--- src/rtl/count_display_scan.sv ---
`timescale 1ns/1ps
// count_display_scan: snapshots an unsettled 16-bit ripple-counter value
// and scans it onto a 4-digit common-anode multiplexed hex 7-seg display.
// Ports:
//   clk, rst          clock (rising edge), async active-high reset
//   cnt_in[15:0]      counter value, may change on any edge
//   freeze            1 = hold the current snapshot; scanning continues
//   seg_n[6:0]        segments {g,f,e,d,c,b,a}, active-low, registered
//   an_n[3:0]         digit enables, active-low, registered; an_n[0] = nibble [3:0]
//   snap_valid        1-clk pulse the cycle after a new snapshot is latched
module count_display_scan #(
    parameter int PRESCALE      = 4,
    parameter bit BLANK_LEADING = 1'b1
) (
    input  logic        clk,
    input  logic        rst,
    input  logic [15:0] cnt_in,
    input  logic        freeze,
    output logic [6:0]  seg_n,
    output logic [3:0]  an_n,
    output logic        snap_valid
);

    localparam int PW = (PRESCALE > 1) ? $clog2(PRESCALE) : 1;
    localparam logic [PW-1:0] PMAX = PW'(PRESCALE - 1);

    logic [15:0]   s1_q;
    logic [15:0]   s2_q;
    logic [15:0]   snap_q;
    logic [15:0]   snap_d;
    logic [PW-1:0] presc_q;
    logic [PW-1:0] presc_d;
    logic [1:0]    dig_q;
    logic [1:0]    dig_d;
    logic          valid_q;
    logic          valid_d;
    logic [6:0]    seg_q;
    logic [6:0]    seg_d;
    logic [3:0]    an_q;
    logic [3:0]    an_d;

    logic          wrap;
    logic          fb;
    logic          stable;
    logic          load;
    logic [15:0]   shifted;
    logic [3:0]    nib;
    logic          blank;

    function automatic logic [6:0] hex7(input logic [3:0] n);
        logic [6:0] s;
        case (n)
            4'h0:    s = 7'h40;
            4'h1:    s = 7'h79;
            4'h2:    s = 7'h24;
            4'h3:    s = 7'h30;
            4'h4:    s = 7'h19;
            4'h5:    s = 7'h12;
            4'h6:    s = 7'h02;
            4'h7:    s = 7'h78;
            4'h8:    s = 7'h00;
            4'h9:    s = 7'h10;
            4'hA:    s = 7'h08;
            4'hB:    s = 7'h03;
            4'hC:    s = 7'h46;
            4'hD:    s = 7'h21;
            4'hE:    s = 7'h06;
            default: s = 7'h0E;
        endcase
        return s;
    endfunction

    assign wrap   = (presc_q == PMAX);
    assign fb     = wrap && (dig_q == 2'd3);
    // Two consecutive equal samples mean the ripple has settled.
    assign stable = (s1_q == s2_q);
    assign load   = fb && stable && !freeze;

    always_comb begin
        presc_d = presc_q + 1'b1;
        dig_d   = dig_q;
        snap_d  = snap_q;
        valid_d = load;
        if (wrap) begin
            presc_d = '0;
            dig_d   = dig_q + 2'd1;
        end
        if (load) begin
            snap_d = s2_q;
        end
    end

    // shifted holds snap[15:4*dig]; zero means every digit from here up is 0.
    always_comb begin
        shifted = snap_q >> {dig_q, 2'b00};
        nib     = shifted[3:0];
        blank   = BLANK_LEADING && (dig_q != 2'd0) && (shifted == 16'h0000);
        seg_d   = hex7(nib);
        an_d    = ~(4'b0001 << dig_q);
        if (blank) begin
            seg_d = 7'h7F;
            an_d  = 4'hF;
        end
    end

    always_ff @(posedge clk or posedge rst) begin
        if (rst) begin
            s1_q    <= '0;
            s2_q    <= '0;
            snap_q  <= '0;
            presc_q <= '0;
            dig_q   <= '0;
            valid_q <= 1'b0;
            seg_q   <= 7'h7F;
            an_q    <= 4'hF;
        end else begin
            s1_q    <= cnt_in;
            s2_q    <= s1_q;
            snap_q  <= snap_d;
            presc_q <= presc_d;
            dig_q   <= dig_d;
            valid_q <= valid_d;
            seg_q   <= seg_d;
            an_q    <= an_d;
        end
    end

    assign seg_n      = seg_q;
    assign an_n       = an_q;
    assign snap_valid = valid_q;

endmodule

--- config.mk ---
export PLATFORM = sky130hd
export DESIGN_NAME = count_display_scan
export DESIGN_NICKNAME = d
export VERILOG_FILES = /design/src/rtl/count_display_scan.sv
export SDC_FILE = /design/constraint.sdc
export NUM_CORES = 1
export LEC_CHECK = 0
export CORE_MARGIN = 1.5
export CORE_UTILIZATION = 34
export CTS_BUF_LIST = sky130_fd_sc_hd__clkbuf_4 sky130_fd_sc_hd__clkbuf_8
export CTS_CLUSTER_SIZE = 20
export DETAILED_ROUTE_END_ITERATION = 7
export DONT_BUFFER_PORTS = 1
export GPL_ROUTABILITY_DRIVEN = 0
export PLACE_DENSITY_LB_ADDON = 0.08
export SLEW_MARGIN = 10
export SYNTH_ARGS = -nofsm -noshare
export SYNTH_HDL_FRONTEND = slang
export SYNTH_SLANG_ARGS = --single-unit
--- constraint.sdc ---
create_clock -name clk -period 3.35 [get_ports clk]
set_clock_uncertainty 0.1 [all_clocks]
set_input_delay 0.67 -clock clk [delete_from_list [all_inputs] [get_ports clk]]
set_output_delay 0.67 -clock clk [all_outputs]
set_load 0.01 [all_outputs]
# ---- Yosys cells after proc, flatten, opt, wreduce, memory -nomap -nowiden
# Memory sizes are Yosys's and may differ from the RTL's.
# Cells that the tools add are included.
dict set report totals {
  ff_bits 64
  ramBits 0
  memories 1
  romBits 112
  latchBits 0
}
# memory words word_bits rd rd_clocked_by_memory_dff wr line
set memory_table {}
lappend memory_table {{(name not given)} 16 7 1 0 0 52} ;# case (n)
dict set report op_classes {
  n_shift 2
  n_mux 3
  reduce_logical 7
  n_addsub 2
  div 0
  eq_ne 3
  mul 0
  bitwise 1
  order_cmp 0
}
# op count
set ops {}
lappend ops {{$eq 16x16->1} 1}
lappend ops {{$logic_not 16->1} 1}
lappend ops {{$shr 16x4->16} 1}
lappend ops {{$mux 7} 1}
lappend ops {{$add 2x1->2 const B} 2}
lappend ops {{$eq 2x2->1 const B} 2}
lappend ops {{$logic_and 1x1->1} 4}
lappend ops {{$mux 4} 1}
lappend ops {{$not 4->4} 1}
lappend ops {{$shl 1x2->4 const A} 1}
lappend ops {{$mux 2} 1}
lappend ops {{$reduce_bool 2->1} 1}
lappend ops {{$logic_not 1->1} 1}

# ---- Logic depth before layout (Yosys ltp)
dict set report depth {
  word_depth 4
  mapped_depth 8
  depth_no_buf 7
}

# ---- Worst setup path after synthesis
# OpenSTA, ideal clock, no wires.
dict set report synth_timing {
  path_kind {reg2reg}
  startpoint {register dig_q[0]}
  endpoint {register seg_q[4] (netlist: seg_n[4])}
  path_slack_ns 1.100
  n_path_buf 1
  path_stages_with_launch 9
  setup_ns 0.082
  period_less_slack_ns 2.250
  required_ns 3.168
  t_arrival_ns 2.068
  cell_sequence {dfrtp_1 -> clkbuf_1 -> mux4_2 -> inv_1 -> ha_1 -> o311ai_0 -> nor2_1 -> nand2_1 -> o211ai_1}
}
dict set report synth_between {
  elab_chain_len 4
  elab_cells_between_ends 6
  classes_between {shift: 1; mux: 1; reduce/logical: 3; memory: 1}
}
# element line
set synth_rtl {}
lappend synth_rtl {{start: declaration} 33} ;# logic [1:0] dig_q;
lappend synth_rtl {{start signal: assignment} 121} ;# dig_q <= dig_d;
lappend synth_rtl {{branches (longest 3 deep; another with $mem_v2 16x7)} -}
lappend synth_rtl {{$mux 7 *} 100} ;# if (blank) begin
lappend synth_rtl {{via seg_d[4]} 38} ;# logic [6:0] seg_d;
lappend synth_rtl {{end signal: assignment} 123} ;# seg_q <= seg_d;
lappend synth_rtl {{end: declaration} 37} ;# logic [6:0] seg_q;
# Mark *: on every way through the listed nets, which the timed path passes.
# A chain may end at the register's enable or synchronous reset.

# ---- Worst setup path in the final report
dict set report layout_timing {
  startpoint {register dig_q[1]}
  endpoint {register snap_q[3]}
}
dict set report layout_between {
  elab_chain_len 4
}
# element line
set layout_rtl {}
lappend layout_rtl {{$eq 2x2->1} 74} ;# assign fb = wrap && (dig_q == 2'd3);
lappend layout_rtl {{$logic_and 1x1->1} 74}
lappend layout_rtl {{$logic_and 1x1->1 (2 in series)} 77} ;# assign load = fb && stable && !freeze;
lappend layout_rtl {{end signal: assignment} 119} ;# snap_q <= snap_d;
lappend layout_rtl {{end: declaration} 29} ;# logic [15:0] snap_q;
# No other way between the ends.

==> out/metrics.csv <==
metric,value,unit
Setup Buffers After CTS,0,
largest family of logic cells by synthesized area,multiplexers,
RSZ-0062 raised after global routing,no,
area delta synth->final,12.52,%
Resize count post-CTS,0,
Setup WS post-layout,0.7375,ns
CP Data Arrival Time,2.72,ns
final hold viol count,0,
Syn Area/Cell,14.39,um^2
Switching Power,304.8,uW
Post-Synth XOR/XNOR Area,5.845,%
Final Cell Area,0.002867,mm^2
multi-input logic area,878.3,um^2
Num CTS Buffers,9,
initial drt markers,83,
Layout Cells excl Fill,289,
dpl hpwl,3069,um
Routed Antenna Nets,0,
Cell Rows,31,
Compound-Gate Fraction of Synth Area,3.782,%
drt pass-1 iters,4,
Critical Path RT,3.46,ns
sequential cell fraction of total power,53.8,%
critical path capture point type,register,
grt ovf,0,
clk root buf,clkbuf_8,
clock share of power,43.8,%
Leakage,1.274,nW
f_max,382.8,MHz
per-cell routed wire length,14.78,um
Ys Warns,0,
Internal,1.195,mW
post-synthesis mux area share,11.94,%
CP max FO,16,
initial antenna violation count,0,
Hold WS,0.08325,ns
Die Area,0.008021,mm^2
Worst slew margin,50.87,%
Startpoint Class,register,
"Seq/Total Area, Yosys",63.41,%
Synth Area in Adders,5.403,%
cts hold-fix bufs,0,
first-pass GRT wire length,7148,um
vias in the first global route,1420,
Synth Instances,177,
via count,1380,
Die W,89.56,um
Post-Syn Area,0.002547,mm^2
Final Critical Period,2.612,ns
combinational power share,2.4,%
synth top area cells,"dfrtp_1, dfstp_2, mux2_2, ha_1, mux4_2",
Layout Utilization,39.52,%
pwr dens,523.2,mW/mm^2
post-synthesis simple-gate area fraction,7.515,%
fin. max-slew vios,0,
pre-CTS setup slack,0.7141,ns
clk slew on worst S/H paths,0.06,ns
vias per cell,4.775,
hold crit path type,in -> async,
# setup viols final,0,
H-tree Lvls,3,
diode count,0,
"Net count, final",215,
cell accounting for the most synthesized area,dfrtp_1,
GRT Total Usage,12.54,%
placed cell count,273,
Max-cap violations,0,
status,"finished, final reports clean",
area post-placement,0.002664,mm^2
Yosys cell types,31,
Die Y-Extent,89.56,um
Routed Wire Length,4270,um
worst reg2reg path startpoint,dig_q[1],
layout cells sized above 1,28.95,%
share of Yosys cell area claimed by the top area cell type,52.06,%
critical path class,reg -> reg,
Worst-Skew Late Latency,0.33,ns
total power draw,1.500,mW
syn_nets,207,
pin count of the biggest net entering global routing,51,
Critical Path Start,dig_q[1],
Initial Utilization,35.12,%
Sequential cell area,0.001615,mm^2
Worst Max-Slew Pin Slew,0.7345,ns
Switching Fraction,20.33,%
CTS max path bufs,2,
setup_tns,0,ns
IO Port Bufs,0,
CTS tree,done,
clk sink count,64,
final worst-path cycle share,77.98,%
maximum vdd drop,0.0002574,V
I/O pins,31,
core box area,0.007253,mm^2
#FFs+latches synth,64,
Remaining DRCs,0,
FILL cells,688,
final cells by class:
class                           count  share of cell area (%)
Clock buffer                       13                   5.587
Multi-Input combinational cell    102                   30.64
Inverter                            7                  0.9166
Sequential cell                    64                   56.35
Timing Repair Buffer                1                  0.6984
Tap cell                           99                   4.321
Clock inverter                      3                   1.484
cell usage after synthesis:
master and n:
buf_8 1, o21a_1 2, o211ai_1 2, nand2b_1 1
o311ai_0 1, mux4_2 4, and2_1 1, inv_1 7
nand2_1 16, nand3_1 3, nor2_1 4, a32oi_1 1
a21oi_1 1, dfrtp_1 53, ha_1 11, o221ai_1 1
nand4_1 1, or2_2 1, xnor2_1 7, xor2_1 10
nor3_1 1, nor3_4 1, clkbuf_1 2, a22oi_1 2
buf_2 1, o21ai_0 4, nor4_1 5, dfstp_2 11
nor2b_1 2, or4_4 1, mux2_2 19
layer usage:
layer / GRT usage (%) / vias up / routed length, um
met5: 0 / - / 0
met4: 8.252 / 0 / 120
met3: 3.970 / 12 / 205
met2: 19.00 / 44 / 2072
met1: 15.38 / 695 / 1872
li1: - / 629 / -
cells by family after synthesis:
family,after synthesis
adder cells (fa/ha/maj),11
flip-flops,64
XOR/XNOR,17
buffers and inverters,11
AO/OA/AOI/OAI,14
AND/OR/NAND/NOR,37
multiplexers,23
power groups by stage:
stage          Sequential (mW)  Clock (mW)  Combinational [mW]
6_report                 0.807       0.657              0.0353
4_1_cts                  0.808       0.677              0.0375
3_3_place_gp             0.821           0              0.0366
5_1_grt                  0.810       0.715              0.0413
3_5_place_dp             0.822           0              0.0373
2_1_floorplan            0.817           0              0.0272
cells in the final DEF (no fill, tap or decap), drive strengths merged, types with 5 or more instances in the layout:
cell / Yosys / routed
mux2: 19 / 19
inv: 7 / 7
dfstp: 11 / 11
nand2: 16 / 16
xor2: 10 / 10
clkbuf: 2 / 13
ha: 11 / 11
xnor2: 7 / 7
dfrtp: 53 / 53
nor4: 5 / 5
sequential cells by signal (all words and copies together) (netlist names):
name,count
s2_q,16
seg_n,7
snap_valid,1
snap_q,16
an_n,4
dig_q,2
presc_q,2
s1_q,16
critical path, cell delays in order (launching register included):
cell	delay, ns
dfrtp_1	0.59
ha_1	0.25
nand2_1	0.06
or4_4	0.44
nor3_4	0.63
mux2_2	0.42
final timing paths:
path | end | slack [ns] | depth (start not counted)
worst max-delay path | snap_q[3] | 0.74 | 5
worst min-delay path | dig_q[0] | 0.08 | 1
worst max register to register | snap_q[3] | 0.74 | 5
worst min register to register | s2_q[0] | 0.29 | 0
max in group asynchronous | snap_q[10] | 2.51 | 2
min in group clk | s1_q[10] | 0.26 | 0
(Power assumes the default switching activity.)
